===== src/rtl/cdc_frame_parser_if.sv =====
// cdc_frame_parser_if
//   Payload stream between the frame parser and the protocol engines.
//   valid/ready: a byte moves on every clock edge where pl_valid and
//   pl_ready are both high; pl_data and pl_last are meaningful only while
//   pl_valid is high, and pl_last marks the final payload byte of a frame.
//
//   Signals
//     pl_valid  producer -> consumer  payload byte available
//     pl_data   producer -> consumer  payload byte
//     pl_last   producer -> consumer  final payload byte of the frame
//     pl_ready  consumer -> producer  consumer accepts the byte
//
//   Modports
//     master : the parser (drives valid/data/last)
//     slave  : the downstream engine (drives ready)
interface cdc_frame_parser_if;
    logic       pl_valid;
    logic [7:0] pl_data;
    logic       pl_last;
    logic       pl_ready;

    modport master (
        output pl_valid,
        output pl_data,
        output pl_last,
        input  pl_ready
    );

    modport slave (
        input  pl_valid,
        input  pl_data,
        input  pl_last,
        output pl_ready
    );
endinterface


===== src/rtl/cdc_frame_parser.sv =====
// cdc_frame_parser
//   Command-frame parser on the read port of the USB-CDC receive FIFO
//   (first-word-fall-through). Finds 0xAA headers, extracts CMD and LEN,
//   streams LEN payload bytes with valid/ready and reports frame completion
//   or a classified error. Single clock domain (the FIFO read clock).
//
//   Frame: 0xAA, CMD, LEN, LEN payload bytes [, CKSUM]
//   CKSUM = (CMD + LEN + payload bytes) mod 256.
//
//   Build option
//     FRAME_CKSUM_EN  defined: trailing checksum byte is expected and
//                     checked (err_code 2 reachable). Undefined: frames
//                     end after the last payload byte.
//
//   Parameters
//     MAX_LEN      largest accepted LEN (1..255)
//     TIMEOUT_CYC  FIFO-starved cycles tolerated mid-frame (1..65535)
//
//   Ports
//     clk, rst_n           clock, synchronous active-low reset
//     fifo_rdata/rempty    FIFO head byte and empty flag
//     fifo_rinc            pop strobe (combinational)
//     cmd_valid            1-cycle pulse when a header is accepted
//     cmd_code, cmd_len    held until the next cmd_valid
//     pl                   payload stream (master modport, combinational)
//     frm_ok, frm_err      1-cycle completion / abort pulses
//     err_code             1=length, 2=checksum, 3=timeout; held
//     state_dbg            current FSM state encoding
module cdc_frame_parser #(
    parameter int MAX_LEN     = 64,
    parameter int TIMEOUT_CYC = 50000
) (
    input  logic                      clk,
    input  logic                      rst_n,
    input  logic [7:0]                fifo_rdata,
    input  logic                      fifo_rempty,
    output logic                      fifo_rinc,
    output logic                      cmd_valid,
    output logic [7:0]                cmd_code,
    output logic [7:0]                cmd_len,
    cdc_frame_parser_if.master        pl,
    output logic                      frm_ok,
    output logic                      frm_err,
    output logic [1:0]                err_code,
    output logic [2:0]                state_dbg
);

    typedef enum logic [2:0] {
        S_IDLE    = 3'd0,
        S_CMD     = 3'd1,
        S_LEN     = 3'd2,
        S_PAYLOAD = 3'd3,
        S_CKSUM   = 3'd4
    } state_t;

    state_t      state;
    logic [7:0]  cmd_reg;
    logic [7:0]  remaining;
    logic [15:0] tmo_cnt;
`ifdef FRAME_CKSUM_EN
    logic [7:0]  sum;
`else
    // LEN=0 frames report frm_ok one cycle after cmd_valid while the FSM is
    // already back in IDLE, so the next header is not delayed.
    logic        ok_pend;
`endif

    logic in_payload;
    logic pl_valid_w;

    assign in_payload  = (state == S_PAYLOAD);
    assign pl_valid_w  = in_payload && !fifo_rempty;
    assign pl.pl_valid = pl_valid_w;
    assign pl.pl_data  = fifo_rdata;
    assign pl.pl_last  = pl_valid_w && (remaining == 8'd1);
    // No pops while reset is held, so bytes queued across a reset survive.
    assign fifo_rinc   = rst_n && !fifo_rempty && (!in_payload || pl.pl_ready);
    assign state_dbg   = state;

    always_ff @(posedge clk) begin
        if (!rst_n) begin
            state     <= S_IDLE;
            cmd_reg   <= 8'd0;
            remaining <= 8'd0;
            tmo_cnt   <= 16'd0;
            cmd_valid <= 1'b0;
            cmd_code  <= 8'd0;
            cmd_len   <= 8'd0;
            frm_ok    <= 1'b0;
            frm_err   <= 1'b0;
            err_code  <= 2'd0;
`ifdef FRAME_CKSUM_EN
            sum       <= 8'd0;
`else
            ok_pend   <= 1'b0;
`endif
        end else begin
            cmd_valid <= 1'b0;
            frm_err   <= 1'b0;
`ifdef FRAME_CKSUM_EN
            frm_ok    <= 1'b0;
`else
            frm_ok    <= ok_pend;
            ok_pend   <= 1'b0;
`endif

            if (fifo_rinc) begin
                case (state)
                    S_IDLE: begin
                        if (fifo_rdata == 8'hAA) state <= S_CMD;
                    end
                    S_CMD: begin
                        cmd_reg <= fifo_rdata;
`ifdef FRAME_CKSUM_EN
                        sum     <= fifo_rdata;
`endif
                        state   <= S_LEN;
                    end
                    S_LEN: begin
                        if (fifo_rdata > 8'(MAX_LEN)) begin
                            frm_err  <= 1'b1;
                            err_code <= 2'd1;
                            state    <= S_IDLE;
                        end else begin
                            cmd_code  <= cmd_reg;
                            cmd_len   <= fifo_rdata;
                            cmd_valid <= 1'b1;
                            remaining <= fifo_rdata;
`ifdef FRAME_CKSUM_EN
                            sum       <= sum + fifo_rdata;
`endif
                            if (fifo_rdata == 8'd0) begin
`ifdef FRAME_CKSUM_EN
                                state   <= S_CKSUM;
`else
                                ok_pend <= 1'b1;
                                state   <= S_IDLE;
`endif
                            end else begin
                                state <= S_PAYLOAD;
                            end
                        end
                    end
                    S_PAYLOAD: begin
                        remaining <= remaining - 8'd1;
`ifdef FRAME_CKSUM_EN
                        sum       <= sum + fifo_rdata;
                        if (remaining == 8'd1) state <= S_CKSUM;
`else
                        if (remaining == 8'd1) begin
                            frm_ok <= 1'b1;
                            state  <= S_IDLE;
                        end
`endif
                    end
`ifdef FRAME_CKSUM_EN
                    S_CKSUM: begin
                        if (fifo_rdata == sum) begin
                            frm_ok <= 1'b1;
                        end else begin
                            frm_err  <= 1'b1;
                            err_code <= 2'd2;
                        end
                        state <= S_IDLE;
                    end
`endif
                    default: state <= S_IDLE;
                endcase
            end

            // Starvation timer: counts only empty-FIFO cycles outside IDLE;
            // backpressure (FIFO non-empty, no pop) holds it.
            if (state == S_IDLE || fifo_rinc) begin
                tmo_cnt <= 16'd0;
            end else if (fifo_rempty) begin
                if (tmo_cnt == 16'(TIMEOUT_CYC - 1)) begin
                    frm_err  <= 1'b1;
                    err_code <= 2'd3;
                    state    <= S_IDLE;
                    tmo_cnt  <= 16'd0;
                end else begin
                    tmo_cnt <= tmo_cnt + 16'd1;
                end
            end
        end
    end

endmodule


===== src/flat_wrapper.sv =====
// flat-port wrapper written by rule: the top's interface ports become plain ports
module cdc_frame_parser_flat 
#(
    parameter int MAX_LEN     = 64,
    parameter int TIMEOUT_CYC = 50000
)
  (clk, rst_n, fifo_rdata, fifo_rempty, fifo_rinc, cmd_valid, cmd_code, cmd_len, frm_ok, frm_err, err_code, state_dbg, pl_pl_valid, pl_pl_data, pl_pl_last, pl_pl_ready);
  cdc_frame_parser_if pl_i ();
  input  logic clk;
  input  logic rst_n;
  input  logic [7:0] fifo_rdata;
  input  logic fifo_rempty;
  output logic fifo_rinc;
  output logic cmd_valid;
  output logic [7:0] cmd_code;
  output logic [7:0] cmd_len;
  output logic frm_ok;
  output logic frm_err;
  output logic [1:0] err_code;
  output logic [2:0] state_dbg;
  output wire logic [$bits(pl_i.pl_valid)-1:0] pl_pl_valid;
  output wire logic [$bits(pl_i.pl_data)-1:0] pl_pl_data;
  output wire logic [$bits(pl_i.pl_last)-1:0] pl_pl_last;
  input wire logic [$bits(pl_i.pl_ready)-1:0] pl_pl_ready;
  assign pl_pl_valid = pl_i.pl_valid;
  assign pl_pl_data = pl_i.pl_data;
  assign pl_pl_last = pl_i.pl_last;
  assign pl_i.pl_ready = pl_pl_ready;
  cdc_frame_parser #(.MAX_LEN(MAX_LEN), .TIMEOUT_CYC(TIMEOUT_CYC)) u_core (.clk(clk), .rst_n(rst_n), .fifo_rdata(fifo_rdata), .fifo_rempty(fifo_rempty), .fifo_rinc(fifo_rinc), .cmd_valid(cmd_valid), .cmd_code(cmd_code), .cmd_len(cmd_len), .pl(pl_i), .frm_ok(frm_ok), .frm_err(frm_err), .err_code(err_code), .state_dbg(state_dbg));
endmodule

===== config.mk =====
export PLATFORM = sky130hd
export DESIGN_NAME = cdc_frame_parser_flat
export DESIGN_NICKNAME = d
export VERILOG_FILES = /design/src/rtl/cdc_frame_parser_if.sv /design/src/rtl/cdc_frame_parser.sv /design/src/flat_wrapper.sv
export SDC_FILE = /design/constraint.sdc
export NUM_CORES = 1
export LEC_CHECK = 0
export CORE_AREA = 4 4 102 104
export DETAILED_ROUTE_END_ITERATION = 6
export DIE_AREA = 0 0 106 108
export PLACE_DENSITY = 0.5
export SLEW_MARGIN = 10
export SYNTH_ARGS = -nofsm -noshare
export SYNTH_HDL_FRONTEND = slang
export SYNTH_SLANG_ARGS = --single-unit

===== constraint.sdc =====
create_clock -name clk -period 2 [get_ports clk]
set_input_delay 0.4 -clock clk [delete_from_list [all_inputs] [get_ports clk]]
set_output_delay 0.4 -clock clk [all_outputs]
set_load 0.05 [all_outputs]

==> flow_metrics.tcl <==
set metrics [dict create \
    synth_most_common_cell "dfxtp_1" \
    clk_latency_ns 0.33 \
    drc_errors 0 \
    coreArea_sq_um 9550 \
    pin_count 47 \
    ys_warn_count 0 \
    outcome "finished, final reports clean" \
    netlist-cell-type-count 59 \
    layout_worst_path_cycle_share 0.975 \
    setup_viol 0 \
    antenna_found_initial 0 \
    cts.hold.buffers_added 0 \
    syn_area_sq_um 2910 \
    rsz0062_at_grt "true" \
    diodes 0 \
    synth_seq_cells 57 \
    clock-sinks 57 \
    dp_hpwl_mm 5.87 \
    synth_area_per_cell_sq_um 8.80 \
    area_growth_pct 43.7 \
    whs_path_depth 2 \
    largest_register_ffs 16 \
    seqCellArea_sq_um 1150 \
    synth_edf_count 0 \
    synth_top_cell_area_share 0.392 \
    grt_remaining_overflow 0 \
    synth_seq_area_share 0.392 \
    whs_ns 0.449 \
    drv_slew 0 \
    setup_tns_ns 0 \
    path_clk_slew_ns 0.07 \
    via_per_inst 4.94 \
    crit_fanout 3 \
    worstRegToRegCells 4 \
    grt_pass1_wl_mm 13.4 \
    grt_pass1_vias 2669 \
    min_period_ns 1.95 \
    root_buffer "clkbuf_8" \
    track_usage 0.145 \
    cts_inserted_buffers 9 \
    multi_input_area_sq_um 1620 \
    io_buffers 46 \
    finalClockSkew_ns 0.00748 \
    vias 2707 \
    power_density_nw_per_um2 633 \
    start_kind "register" \
    instances_no_fill 548 \
    post_drt_wl_per_cell_um 14.5 \
    fp-row-count 36 \
    final_nets 426 \
    syn-num-nets 346 \
    cap_violations 0 \
    largest_register "u_core.tmo_cnt" \
    drt_first_iter_violations 115 \
    tightestPinTransition_ns 0.689 \
    die_x_um 106 \
    critPathCaptureType "output pin" \
    die_y_um 108 \
    routabilityCongestion 0.810 \
    crit_arrival_ns 1.55 \
    ys.flop_type "dfxtp_1" \
    htree_num_levels 3 \
    timing.fmax_mhz 513 \
    fill_cells 987 \
    synth.largest_area_cell "dfxtp_1" \
    yosys-top-cells-count "dfxtp_1, nand3_1, a21oi_1" \
    ir_drop_v 0.000308 \
    hold_viol 0 \
    relSlewSlack 0.537 \
    postRouteAntennaNets 0 \
    clockBufferDepth 2 \
    start_util 0.305 \
    dp.cells 530 \
    synth.area.top_cells "dfxtp_1, nand3_1, a21oi_1, o21ai_0, buf_4" \
    design_power_total_mw 2.65 \
    crit_required_ns 1.60 \
    hold_path.class "register to register" \
    grt_max_degree 26 \
    p_leak_nw 1.47 \
    cts_tree "yes" \
    synthCells 331 \
    async_flop_share 0 \
    drt_pass1_iterations 4 \
    layout-drive-gt1-share 0.280 \
    critPathKind "register to output pin" \
    totalWireLength_mm 7.93 \
    dieArea_sq_um 11400 \
]
==> cells in the final DEF (no fill, tap or decap), types with 6 or more instances in the layout <==
cell type and count:
buf_4 58, dfxtp_1 52, clkdlybuf4s50_1 31, nand3_1 24, a21oi_1 23, nor2_1 21, o21ai_0 19, nor3_1 14
buf_12 13, xor2_1 10, clkbuf_8 10, o21ai_2 9, nand4_1 8, mux2i_1 8, nand2_1 7, nor4_1 6
o311ai_0 6
==> report_power, final <==
group          internal (mW)  switching, mW  total [mW]
clock network          0.728          0.451        1.18
logic                  0.146          0.173       0.319
registers               1.14        0.00884        1.15
==> logic make-up (layout without fill, tap and decap cells) <==
group	count (synthesis)	after routing	share of synthesized area
xor gates and xnor gates	11	11	0.0331
and+or+nand+nor	127	127	0.258
muxes	8	8	0.0275
DFF	57	57	0.392
AOI/OAI and AO/OA	85	85	0.204
adders and majority gates	3	3	0.0129
buffers and inverters	40	124	0.0739
==> critical path: stages (launching register included) <==
cell and delay, ns:
dfxtp_2 0.33, inv_2 0.07, ha_4 0.12, nor3b_4 0.20
nand2_2 0.10, nor3_4 0.23, buf_12 0.16
==> path summary, 6_finish.rpt <==
path	startpoint	end	slack, ns
setup / recovery	u_core.remaining[1]	pl_pl_last	0.05
setup reg to reg	u_core.tmo_cnt[7]	u_core.tmo_cnt[15]	0.26
hold reg to reg	u_core.cmd_len[7]	u_core.cmd_len[7]	0.45
hold / removal	u_core.cmd_len[7]	u_core.cmd_len[7]	0.45
==> per-stage QoR <==
step,util,setup WS [ns],area (sq um)
2_1_floorplan,-,0.0346,2930
3_3_place_gp,0.408,-0.233,3900
3_5_place_dp,0.408,-0.242,3900
4_1_cts,0.432,0.00667,4120
5_1_grt,0.438,-0.0257,4190
6_report,0.438,0.0503,4190
==> routing by layer <==
| layer | GRT usage | vias up | wire [um] |
|---|---|---|---|
| li1 | - | 1383 | - |
| met1 | 0.201 | 1275 | 3950 |
| met2 | 0.223 | 41 | 3580 |
| met3 | 0.0364 | 8 | 306 |
| met4 | 0.0481 | 0 | 93 |
| met5 | 0 | - | 0 |
==> layout make-up <==
type	instances	share of cell area
flip-flops and latches	57	0.275
multi-input cells	234	0.388
clock inverters	3	0.0155
well taps	133	0.0397
repair buffers	103	0.242
clock buffers	12	0.0347
inverters	6	0.00538
==> timing repair <==
action	in CTS	in global routing
cloned	0	0
setup buffers	0	3
setup endpoints to repair	2	11
gates resized for setup	6	12
pin swaps	0	2
(Power assumes the default switching activity.)
